--- config.mk ---
export PLATFORM = sky130hd
export DESIGN_NAME = proc_cache_requester
export DESIGN_NICKNAME = d
export VERILOG_FILES = /design/src/rtl/mem_pkg.sv /design/src/rtl/cache_line_array.sv /design/src/rtl/proc_cache_requester.sv
export SDC_FILE = /design/constraint.sdc
export NUM_CORES = 1
export LEC_CHECK = 0
export CAP_MARGIN = 20
export CORE_AREA = 4 4 182 184
export DETAILED_ROUTE_END_ITERATION = 10
export DIE_AREA = 0 0 186 188
export SLEW_MARGIN = 10
export SYNTH_ARGS = -nofsm -noshare
export SYNTH_HDL_FRONTEND = slang
export SYNTH_SLANG_ARGS = --single-unit
--- constraint.sdc ---
create_clock -name clk -period 5.54 [get_ports clk]
set_clock_uncertainty 0.1 [all_clocks]
set_input_delay 0.831 -clock clk [delete_from_list [all_inputs] [get_ports clk]]
set_output_delay 0.831 -clock clk [all_outputs]
set_load 0.02 [all_outputs]
--- src/rtl/mem_pkg.sv ---
// mem_pkg: shared line-state encoding, widths and cache FSM states for memory_subsystem initiators.
package mem_pkg;
    localparam int ADDR_W = 14;
    localparam int DATA_W = 16;
    typedef enum logic [1:0] {I = 2'b00, M = 2'b01, S = 2'b10} coherency_t;
    typedef enum logic [2:0] {IDLE, LOOKUP, WB, FILL, DONE} cache_fsm_t;
endpackage

--- src/rtl/cache_line_array.sv ---
// cache_line_array: direct-mapped tag/data/state storage, combinational read, synchronous write.
module cache_line_array import mem_pkg::*; #(
    parameter int NUM_LINES = 8,
    parameter int TAG_W = 11,
    parameter int DATA_W = mem_pkg::DATA_W
) (
    input  logic                         clk,
    input  logic                         reset_n,
    input  logic [$clog2(NUM_LINES)-1:0] rd_idx,
    output logic [1:0]                   rd_state,
    output logic [TAG_W-1:0]             rd_tag,
    output logic [DATA_W-1:0]            rd_data,
    input  logic                         wr_en,
    input  logic [$clog2(NUM_LINES)-1:0] wr_idx,
    input  logic [1:0]                   wr_state,
    input  logic [TAG_W-1:0]             wr_tag,
    input  logic [DATA_W-1:0]            wr_data
);
    coherency_t        state_q [NUM_LINES];
    logic [TAG_W-1:0]  tag_q   [NUM_LINES];
    logic [DATA_W-1:0] data_q  [NUM_LINES];

    assign rd_state = state_q[rd_idx];
    assign rd_tag   = tag_q[rd_idx];
    assign rd_data  = data_q[rd_idx];

    always_ff @(posedge clk) begin
        if (!reset_n) begin
            for (int i = 0; i < NUM_LINES; i++) state_q[i] <= I;
        end else if (wr_en) begin
            state_q[wr_idx] <= coherency_t'(wr_state);
        end
    end

    // Tags and data carry no reset; state alone decides validity.
    always_ff @(posedge clk) begin
        if (wr_en) begin
            tag_q[wr_idx]  <= wr_tag;
            data_q[wr_idx] <= wr_data;
        end
    end
endmodule

--- src/rtl/proc_cache_requester.sv ---
// proc_cache_requester: per-processor write-back, direct-mapped cache issuing read/write
// transactions to memory_subsystem with a response timeout.
module proc_cache_requester import mem_pkg::*; #(
    parameter int NUM_LINES = 8,
    parameter int ADDR_W = mem_pkg::ADDR_W,
    parameter int DATA_W = mem_pkg::DATA_W,
    parameter int TIMEOUT = 64
) (
    input  logic              clk,
    input  logic              reset_n,
    input  logic              cpu_valid,
    input  logic              cpu_we,
    input  logic [ADDR_W-1:0] cpu_addr,
    input  logic [DATA_W-1:0] cpu_wdata,
    output logic              cpu_ready,
    output logic              cpu_done,
    output logic [DATA_W-1:0] cpu_rdata,
    output logic              cpu_err,
    output logic              mem_req,
    output logic              mem_read_req,
    output logic              mem_write_req,
    output logic [ADDR_W-1:0] mem_addr,
    output logic [DATA_W-1:0] mem_wdata,
    input  logic [DATA_W-1:0] mem_rdata,
    input  logic              mem_resp
);
    localparam int IDX_W = $clog2(NUM_LINES);
    localparam int TAG_W = ADDR_W - IDX_W;
    localparam int CNT_W = $clog2(TIMEOUT);

    cache_fsm_t        state_q, state_d;
    logic              we_q;
    logic [ADDR_W-1:0] addr_q;
    logic [DATA_W-1:0] wdata_q;
    logic [DATA_W-1:0] rdata_q;
    logic              err_q;
    logic              gap_q;
    logic [CNT_W-1:0]  cnt_q;

    logic [IDX_W-1:0]  idx;
    logic [TAG_W-1:0]  tag;
    logic [1:0]        rd_state;
    logic [TAG_W-1:0]  rd_tag;
    logic [DATA_W-1:0] rd_data;
    logic              hit, cmd, resp, tmo;
    logic              wr_en;
    coherency_t        wr_state;
    logic [TAG_W-1:0]  wr_tag;
    logic [DATA_W-1:0] wr_data;

    assign idx  = addr_q[IDX_W-1:0];
    assign tag  = addr_q[ADDR_W-1:IDX_W];
    assign hit  = rd_state != I && rd_tag == tag;
    // gap_q forces one idle command cycle between a writeback and its fill.
    assign cmd  = (state_q == WB || state_q == FILL) && !gap_q;
    assign resp = cmd && mem_resp;
    assign tmo  = cmd && !mem_resp && cnt_q == CNT_W'(TIMEOUT - 1);

    cache_line_array #(.NUM_LINES(NUM_LINES), .TAG_W(TAG_W), .DATA_W(DATA_W)) u_lines (
        .clk      (clk),
        .reset_n  (reset_n),
        .rd_idx   (idx),
        .rd_state (rd_state),
        .rd_tag   (rd_tag),
        .rd_data  (rd_data),
        .wr_en    (wr_en),
        .wr_idx   (idx),
        .wr_state (wr_state),
        .wr_tag   (wr_tag),
        .wr_data  (wr_data)
    );

    always_comb begin
        state_d  = state_q;
        wr_en    = 1'b0;
        wr_state = I;
        wr_tag   = tag;
        wr_data  = rd_data;
        unique case (state_q)
            IDLE:   state_d = cpu_valid ? LOOKUP : IDLE;
            LOOKUP: begin
                state_d  = hit ? DONE : (rd_state == M ? WB : FILL);
                wr_en    = hit && we_q;
                wr_state = M;
                wr_data  = wdata_q;
            end
            WB: begin
                state_d = resp ? FILL : (tmo ? DONE : WB);
                wr_en   = resp;
                wr_tag  = rd_tag;
            end
            // A fill timeout invalidates the target so a dropped S victim never lingers.
            FILL: begin
                state_d  = resp || tmo ? DONE : FILL;
                wr_en    = resp || tmo;
                wr_state = resp ? (we_q ? M : S) : I;
                wr_data  = we_q ? wdata_q : mem_rdata;
            end
            DONE:   state_d = IDLE;
            default: state_d = IDLE;
        endcase
    end

    always_ff @(posedge clk) begin
        if (!reset_n) begin
            state_q <= IDLE;
            we_q    <= 1'b0;
            addr_q  <= '0;
            wdata_q <= '0;
            rdata_q <= '0;
            err_q   <= 1'b0;
            gap_q   <= 1'b0;
            cnt_q   <= '0;
        end else begin
            state_q <= state_d;
            gap_q   <= state_q == WB && resp;
            cnt_q   <= (state_d != state_q || !cmd) ? '0 : cnt_q + 1'b1;
            if (state_q == IDLE && cpu_valid) begin
                we_q    <= cpu_we;
                addr_q  <= cpu_addr;
                wdata_q <= cpu_wdata;
                err_q   <= 1'b0;
            end
            if (state_q == LOOKUP && hit && !we_q) rdata_q <= rd_data;
            if (state_q == FILL && resp && !we_q) rdata_q <= mem_rdata;
            if (tmo) begin
                err_q   <= 1'b1;
                rdata_q <= '0;
            end
        end
    end

    assign cpu_ready     = state_q == IDLE;
    assign cpu_done      = state_q == DONE;
    assign cpu_rdata     = rdata_q;
    assign cpu_err       = cpu_done && err_q;
    assign mem_write_req = cmd && state_q == WB;
    assign mem_read_req  = cmd && state_q == FILL;
    assign mem_req       = cmd;
    assign mem_addr      = mem_write_req ? {rd_tag, idx} : (mem_read_req ? addr_q : '0);
    assign mem_wdata     = mem_write_req ? rd_data : '0;
endmodule

==> results of run 1 <==
cell families (layout without fill, tap and decap cells):
group	after synthesis	count (layout)	share of synthesized area
adders and majority gates	1	1	0.001004
and+or+nand+nor	241	241	0.08895
DFF	293	293	0.6570
muxes	109	109	0.1338
buffers and inverters	68	189	0.02409
xor gates and xnor gates	13	13	0.009136
AOI/OAI and AO/OA	156	156	0.08604
placed cells by master, fill, tap and decap left out, types with 7 or more instances in the layout:
master / Yosys / routed
sky130_fd_sc_hd__a211oi_1: 20 / 16
sky130_fd_sc_hd__a21boi_0: 31 / 31
sky130_fd_sc_hd__a21oi_1: 25 / 21
sky130_fd_sc_hd__a22oi_1: 8 / 8
sky130_fd_sc_hd__buf_4: 2 / 25
sky130_fd_sc_hd__clkbuf_1: 43 / 11
sky130_fd_sc_hd__clkbuf_16: 0 / 31
sky130_fd_sc_hd__clkdlybuf4s50_1: 0 / 102
sky130_fd_sc_hd__dfxtp_1: 61 / 58
sky130_fd_sc_hd__edfxtp_1: 232 / 232
sky130_fd_sc_hd__mux2i_1: 62 / 62
sky130_fd_sc_hd__mux4_2: 46 / 46
sky130_fd_sc_hd__nand2_1: 132 / 132
sky130_fd_sc_hd__nand2b_1: 9 / 9
sky130_fd_sc_hd__nand3_1: 7 / 7
sky130_fd_sc_hd__nor2_1: 35 / 35
sky130_fd_sc_hd__nor2b_1: 22 / 20
sky130_fd_sc_hd__o211ai_1: 16 / 16
sky130_fd_sc_hd__o21ai_0: 28 / 28
sky130_fd_sc_hd__or3_1: 7 / 7
sky130_fd_sc_hd__xnor2_1: 7 / 7
sequential cells by signal, indices dropped and copies added, names as in the netlist, named ones only:
signal / cells
addr_q: 14
cnt_q: 6
cpu_rdata: 16
err_q: 1
gap_q: 1
state_q: 3
u_lines.data_q: 128
u_lines.state_q: 16
u_lines.tag_q: 88
wdata_q: 16
we_q: 1
worst max path at each step:
stage | startpoint | endpoint | slack, ps | depth (start not counted)
2_1_floorplan | register | u_lines.data_q[0][0] | 490 | 10
3_3_place_gp | register | u_lines.data_q[0][13] | 1280 | 9
3_5_place_dp | register | u_lines.data_q[0][13] | 1160 | 9
4_1_cts | register | mem_addr[7] | 1090 | 6
5_1_grt | register | mem_addr[6] | 880 | 6
6_report | register | mem_addr[7] | 1160 | 6
worst max-delay path, delay by kind of cell, from the launching register on:
| kind | cells | cell delay [ps] |
|---|---|---|
| compound gates | 2 | 510 |
| buf+inv | 2 | 1130 |
| flops | 1 | 760 |
| mux | 1 | 140 |
| simple gates | 1 | 330 |
stage by stage:
step                power, uW  area, um2
finish                   5386      15040
CTS                      5439      15010
floorplan                3115      12460
global route             5612      15040
global placement         3406      14020
detailed placement       3418      14020
per-layer routing:
layer | routed length (um) | part of all wire | track usage | vias to the layer above
met5 | 7 | 0.00023 | 0 | -
met4 | 598 | 0.020 | 0.03419 | 2
li1 | - | - | - | 3536
met1 | 13700 | 0.46 | 0.2462 | 3737
met2 | 13900 | 0.46 | 0.2678 | 242
met3 | 1762 | 0.059 | 0.03026 | 43
report_power, final:
group / total, uW / internal (uW) / leakage [uW] / switching, uW
registers: 2600 / 2540 / 0.00262 / 68.2
logic: 763 / 284 / 0.00180 / 479
clock network: 2020 / 1210 / 0.000479 / 806
total: 5390 / 4030 / 0.00490 / 1350
area by class of cell:
cell class | count | area share
Tap cell | 402 | 0.03345
Timing Repair Buffer | 129 | 0.08355
Multi-Input combinational cell | 520 | 0.2713
Clock buffer | 42 | 0.05434
Sequential cell | 293 | 0.5450
Inverter | 4 | 0.0009986
Clock inverter | 14 | 0.01140
cells in the mapped netlist, types with 7 or more instances:
cell / count
sky130_fd_sc_hd__a211oi_1: 20
sky130_fd_sc_hd__a21boi_0: 31
sky130_fd_sc_hd__a21oi_1: 25
sky130_fd_sc_hd__a22oi_1: 8
sky130_fd_sc_hd__buf_1: 9
sky130_fd_sc_hd__clkbuf_1: 43
sky130_fd_sc_hd__dfxtp_1: 61
sky130_fd_sc_hd__edfxtp_1: 232
sky130_fd_sc_hd__mux2i_1: 62
sky130_fd_sc_hd__mux4_2: 46
sky130_fd_sc_hd__nand2_1: 132
sky130_fd_sc_hd__nand2b_1: 9
sky130_fd_sc_hd__nand3_1: 7
sky130_fd_sc_hd__nor2_1: 35
sky130_fd_sc_hd__nor2b_1: 22
sky130_fd_sc_hd__o211ai_1: 16
sky130_fd_sc_hd__o21ai_0: 28
sky130_fd_sc_hd__or3_1: 7
sky130_fd_sc_hd__xnor2_1: 7
==> impl_metrics.toml, run 1 <==
[run_status]
status = "complete, no violations"

[min_path]
worst_hold_path.num_cells = 1
hold_end = "cnt_q[0]"
start_point_of_the_worst_min_delay_path = "cnt_q[0]"
hold_path.class = "reg -> reg"

[clocking]
clock_tree.buffer_depth = 3
tritoncts = "built"
clk-insertion-delay-late_ps = 540
total_cts_buffers = 31
cts_htree_levels = 1
ctsRootBufferMaster = "sky130_fd_sc_hd__clkbuf_16"
cts_hold_buffers = 0
cts.clk_slew.worst_paths_ps = 60
clock_sinks = 293
cts.repair.resized = 0
postCtsSetupRepairBufs = 0

[logic_synthesis]
synth_largest_area_cell = "sky130_fd_sc_hd__edfxtp_1"
synth_top_cell_area_share = 0.5590
synth.avg_cell_area_um2 = 14.15
synth_seq_area_share = 0.6570
synth.cell_area_um2 = 12460
synth.top_cells.by_area = "sky130_fd_sc_hd__edfxtp_1, sky130_fd_sc_hd__dfxtp_1, sky130_fd_sc_hd__mux4_2"
netlist-cell-type-count = 49
ys_ff_latch = 293
synth_async_sr_flop_share = 0
dominantRegCellSynth = "sky130_fd_sc_hd__edfxtp_1"
synthesis.instances = 881
synth-warning-count = 0
synth_edf_count = 232
synthesis.nets = 933

[pwr]
worst_ir_drop_vdd_mv = 0.2350
power_density_nw_per_um2 = 358.2
leakage_uw = 0.004900

[setup_path]
worst_reg_to_reg_path_cell_count = 9
path_max_fanout = 33
critical_path_arrival_ps = 3450
launching_element_type_of_the_critical_path = "register"
crit_path_top_delay_cell = "sky130_fd_sc_hd__dfxtp_4"
rr_endpoint = "u_lines.data_q[0][1]"
regToRegSetupSlack_ps = 1240
timing.critical_path.cells = "buf_4 > mux2i_1 > a22o_1 > or2_2 > o21ai_0 > clkdlybuf4s50_1"
worst-setup-path-type = "reg -> out"
cpPeakStageDelay_ps = 760
crit_path_end_kind = "output pin"
crit_required_ps = 4610

[placement]
io_buffers = 102
post-dp-hpwl_mm = 19.92
post-place-cells = 1347
post-place-ws_ps = 1157
globalplace.congestion = 0.7713

[sta]
worst-slew-pin-transition_ps = 914.3
grt_setup_unrepaired = "no"
timing.fmax_mhz = 228.4
timing.max_slew.rel_slack = 0.3840
postLayoutSetupSlackWorst_ps = 1162
whs_ps = 356.3
final_period_minus_worst_setup_slack_ps = 4378
finalSetupTns_ps = 0
final.period_utilization = 0.7903
timing.final.max_slew_violations = 0
finalSetupViolations = 0
hold_viol_final = 0

[floorplanning]
dieHeight_um = 188
num_io_pins = 103
floorplan.initialDensity = 0.3970
floorplan.die_area_um2 = 34970
die_width_um = 186
fp.coreArea_um2 = 31390
fp-row-count = 65

[global_routing]
grt_first_pass_wirelength_mm = 45.84
grt_antenna_before_repair = 1
grt.total_usage = 0.1689
grt_start_max_net_pins = 39
grt_pass1_vias = 7606
grt_overflow = 0

[finish]
area_growth_pct = 20.64
post_layout_nonfiller_instances = 1404
post_route_cells_drive_above_1_share = 0.1367
core_util_final = 0.4790
n_antenna_cell = 0
area_of_the_multi_input_gates_um2 = 4079
net_count_of_the_finished_layout = 1031
num-fill-cells = 2710
ff_latch_area_um2 = 8194

[drt]
post_drt_via_cell_ratio = 5.385
avgRoutedWirePerCell_um = 21.34
routed_wirelength_mm = 29.97
drt.antenna.violating_nets = 0
drt-initial-drc-count = 539
drtPass1Iterations = 5
vias = 7560
drcViolationCount = 0

[flow_run]
cap_violations = 0
Power figures use the tool's default switching activity.
==> run 2, diff against run 1 <==
==> constraint.sdc (replaced) <==
create_clock -name clk -period 4.6 [get_ports clk]
set_clock_uncertainty 0.1 [all_clocks]
set_input_delay 0.69 -clock clk [delete_from_list [all_inputs] [get_ports clk]]
set_output_delay 0.69 -clock clk [all_outputs]
set_load 0.02 [all_outputs]
==> impl_metrics.toml, run 2 (synthesis gave the netlist of run 1 again) <==
[run_status]
status = "complete, no violations"

[placement]
post-place-ws_ps = 830.3
placement.cell_area_um2 = 14070
io_buffers = 102
post-place-cells = 1354
globalplace.congestion = 0.8092
post-dp-hpwl_mm = 19.90

[global_routing]
grt_first_pass_wirelength_mm = 45.91
grt_antenna_before_repair = 1
grt.total_usage = 0.1687
grt_pass1_vias = 7669
grt_start_max_net_pins = 35
grt_overflow = 0

[sta]
postLayoutSetupSlackWorst_ps = 473.7
final.period_utilization = 0.8970
grt_setup_unrepaired = "no"
timing.fmax_mhz = 242.3
timing.final.max_slew_violations = 0
final_period_minus_worst_setup_slack_ps = 4126
whs_ps = 348.0
timing.max_slew.rel_slack = 0.3484
finalSetupViolations = 0
worst-slew-pin-transition_ps = 967.2
hold_viol_final = 0

[setup_path]
crit_path_end_kind = "output pin"
timing.critical_path.cells = "buf_4 > buf_4 > mux4_2 > mux2i_1 > nor2_1 > clkdlybuf4s50_1"
critical_path_cell_count = 6
critical_path.n_buffers_inverters = 3
crit_family = "buffers and inverters"
worst-setup-path-type = "reg -> out"
launching_element_type_of_the_critical_path = "register"
cpPeakStageDelay_ps = 550
path_max_fanout = 34
worst_reg_to_reg_path_cell_count = 10
crit_path_top_delay_cell = "sky130_fd_sc_hd__clkdlybuf4s50_1"
critical_path_arrival_ps = 3340
crit_path_frequent_cell = "sky130_fd_sc_hd__buf_4"
rr_endpoint = "u_lines.data_q[2][14]"
crit_required_ps = 3810
regToRegSetupSlack_ps = 850

[clocking]
cts.repair.resized = 0
cts_hold_buffers = 0
clock_sinks = 293
tritoncts = "built"
total_cts_buffers = 30
cts_htree_levels = 1
postCtsSetupRepairBufs = 0
clock_tree.buffer_depth = 3
cts.clk_slew.worst_paths_ps = 60
clk-insertion-delay-late_ps = 550
ctsRootBufferMaster = "sky130_fd_sc_hd__clkbuf_16"

[floorplanning]
floorplan.initialDensity = 0.3970
fp.coreArea_um2 = 31390
floorplan.die_area_um2 = 34970
dieHeight_um = 188
die_width_um = 186
num_io_pins = 103
fp-row-count = 65

[drt]
vias = 7582
avgRoutedWirePerCell_um = 21.14
drt.antenna.violating_nets = 0
drtPass1Iterations = 5
post_drt_via_cell_ratio = 5.385
drcViolationCount = 0
drt-initial-drc-count = 531
routed_wirelength_mm = 29.77

[pwr]
leakage_uw = 0.004933
worst_ir_drop_vdd_mv = 0.3652
power_density_nw_per_um2 = 430.0

[finish]
largest_register_ffs = 128
largest-register = "u_lines.data_q"
layout.cell_area.non_filler_um2 = 15070
n_antenna_cell = 0
post_layout_nonfiller_instances = 1408
post_route_cells_drive_above_1_share = 0.1481
area_growth_pct = 20.91
mostFrequentLayoutCell = "sky130_fd_sc_hd__edfxtp_1"
mostFrequentLayoutCells = "sky130_fd_sc_hd__edfxtp_1, sky130_fd_sc_hd__nand2_1, sky130_fd_sc_hd__clkdlybuf4s50_1"
net_count_of_the_finished_layout = 1036
top_flop_regs = "u_lines.data_q: 128 flops, u_lines.tag_q: 88 flops"

[min_path]
hold_path.class = "reg -> reg"
hold_end = "cnt_q[0]"
start_point_of_the_worst_min_delay_path = "cnt_q[0]"
worst_hold_path.num_cells = 1

[flow_run]
cap_violations = 0
run 2: cell types whose count changed in the layout (fill, tap and decap cells not counted):
cell,previous run,this run
sky130_fd_sc_hd__buf_4,25,32
sky130_fd_sc_hd__clkbuf_1,11,5
sky130_fd_sc_hd__clkbuf_8,0,4
sky130_fd_sc_hd__clkinv_2,3,6
sky130_fd_sc_hd__clkinv_1,5,3
sky130_fd_sc_hd__buf_16,1,0
sky130_fd_sc_hd__bufinv_16,4,3
sky130_fd_sc_hd__clkinv_4,2,1
sky130_fd_sc_hd__clkinvlp_4,0,1
run 2: final cells by class:
cell class | count | area (um2)
Timing Repair Buffer | 135 | 1281
Inverter | 4 | 15.01
Tap cell | 402 | 503.0
Clock buffer | 40 | 849.6
Fill cell | 2725 | 16320
Sequential cell | 293 | 8194
Multi-Input combinational cell | 520 | 4079
Clock inverter | 14 | 147.6
run 2: per-stage QoR:
| stage | utilization | power, uW | setup TNS, ps |
|---|---|---|---|
| 4_1_cts | 0.4800 | 6546 | 0 |
| 2_1_floorplan | - | 3751 | -48550 |
| 6_report | 0.4800 | 6480 | 0 |
| 5_1_grt | 0.4800 | 6745 | 0 |
| 3_3_place_gp | 0.4483 | 4102 | 0 |
| 3_5_place_dp | 0.4483 | 4112 | 0 |
run 2: layer usage:
layer,global-route usage,vias up,share of wire
met5,0,-,0.00064
li1,-,3544,-
met4,0.03531,2,0.022
met1,0.2484,3762,0.46
met3,0.02425,45,0.052
met2,0.2685,229,0.46
run 2: worst max-delay path by stage:
stage / endpoint / slack [ps]
after floorplan: u_lines.data_q[0][0] / -450
after global placement: u_lines.data_q[2][13] / 840
after detailed placement: u_lines.data_q[2][14] / 830
after CTS: mem_wdata[13] / 390
after global routing: mem_wdata[13] / 250
final: mem_wdata[13] / 470
run 2: worst reg2reg max path, delay by kind of cell (launching register included):
kind | cells | cell delay [ps]
AOI/OAI and AO/OA | 3 | 730
DFF | 1 | 480
buffers and inverters | 3 | 1100
and+or+nand+nor | 4 | 950
run 2: power breakdown:
part           total [uW]  switching (uW)  internal, uW  leakage (uW)
logic                 937             593           344       0.00182
clock network        2430             973          1450      0.000492
registers            3110            61.1          3050       0.00262
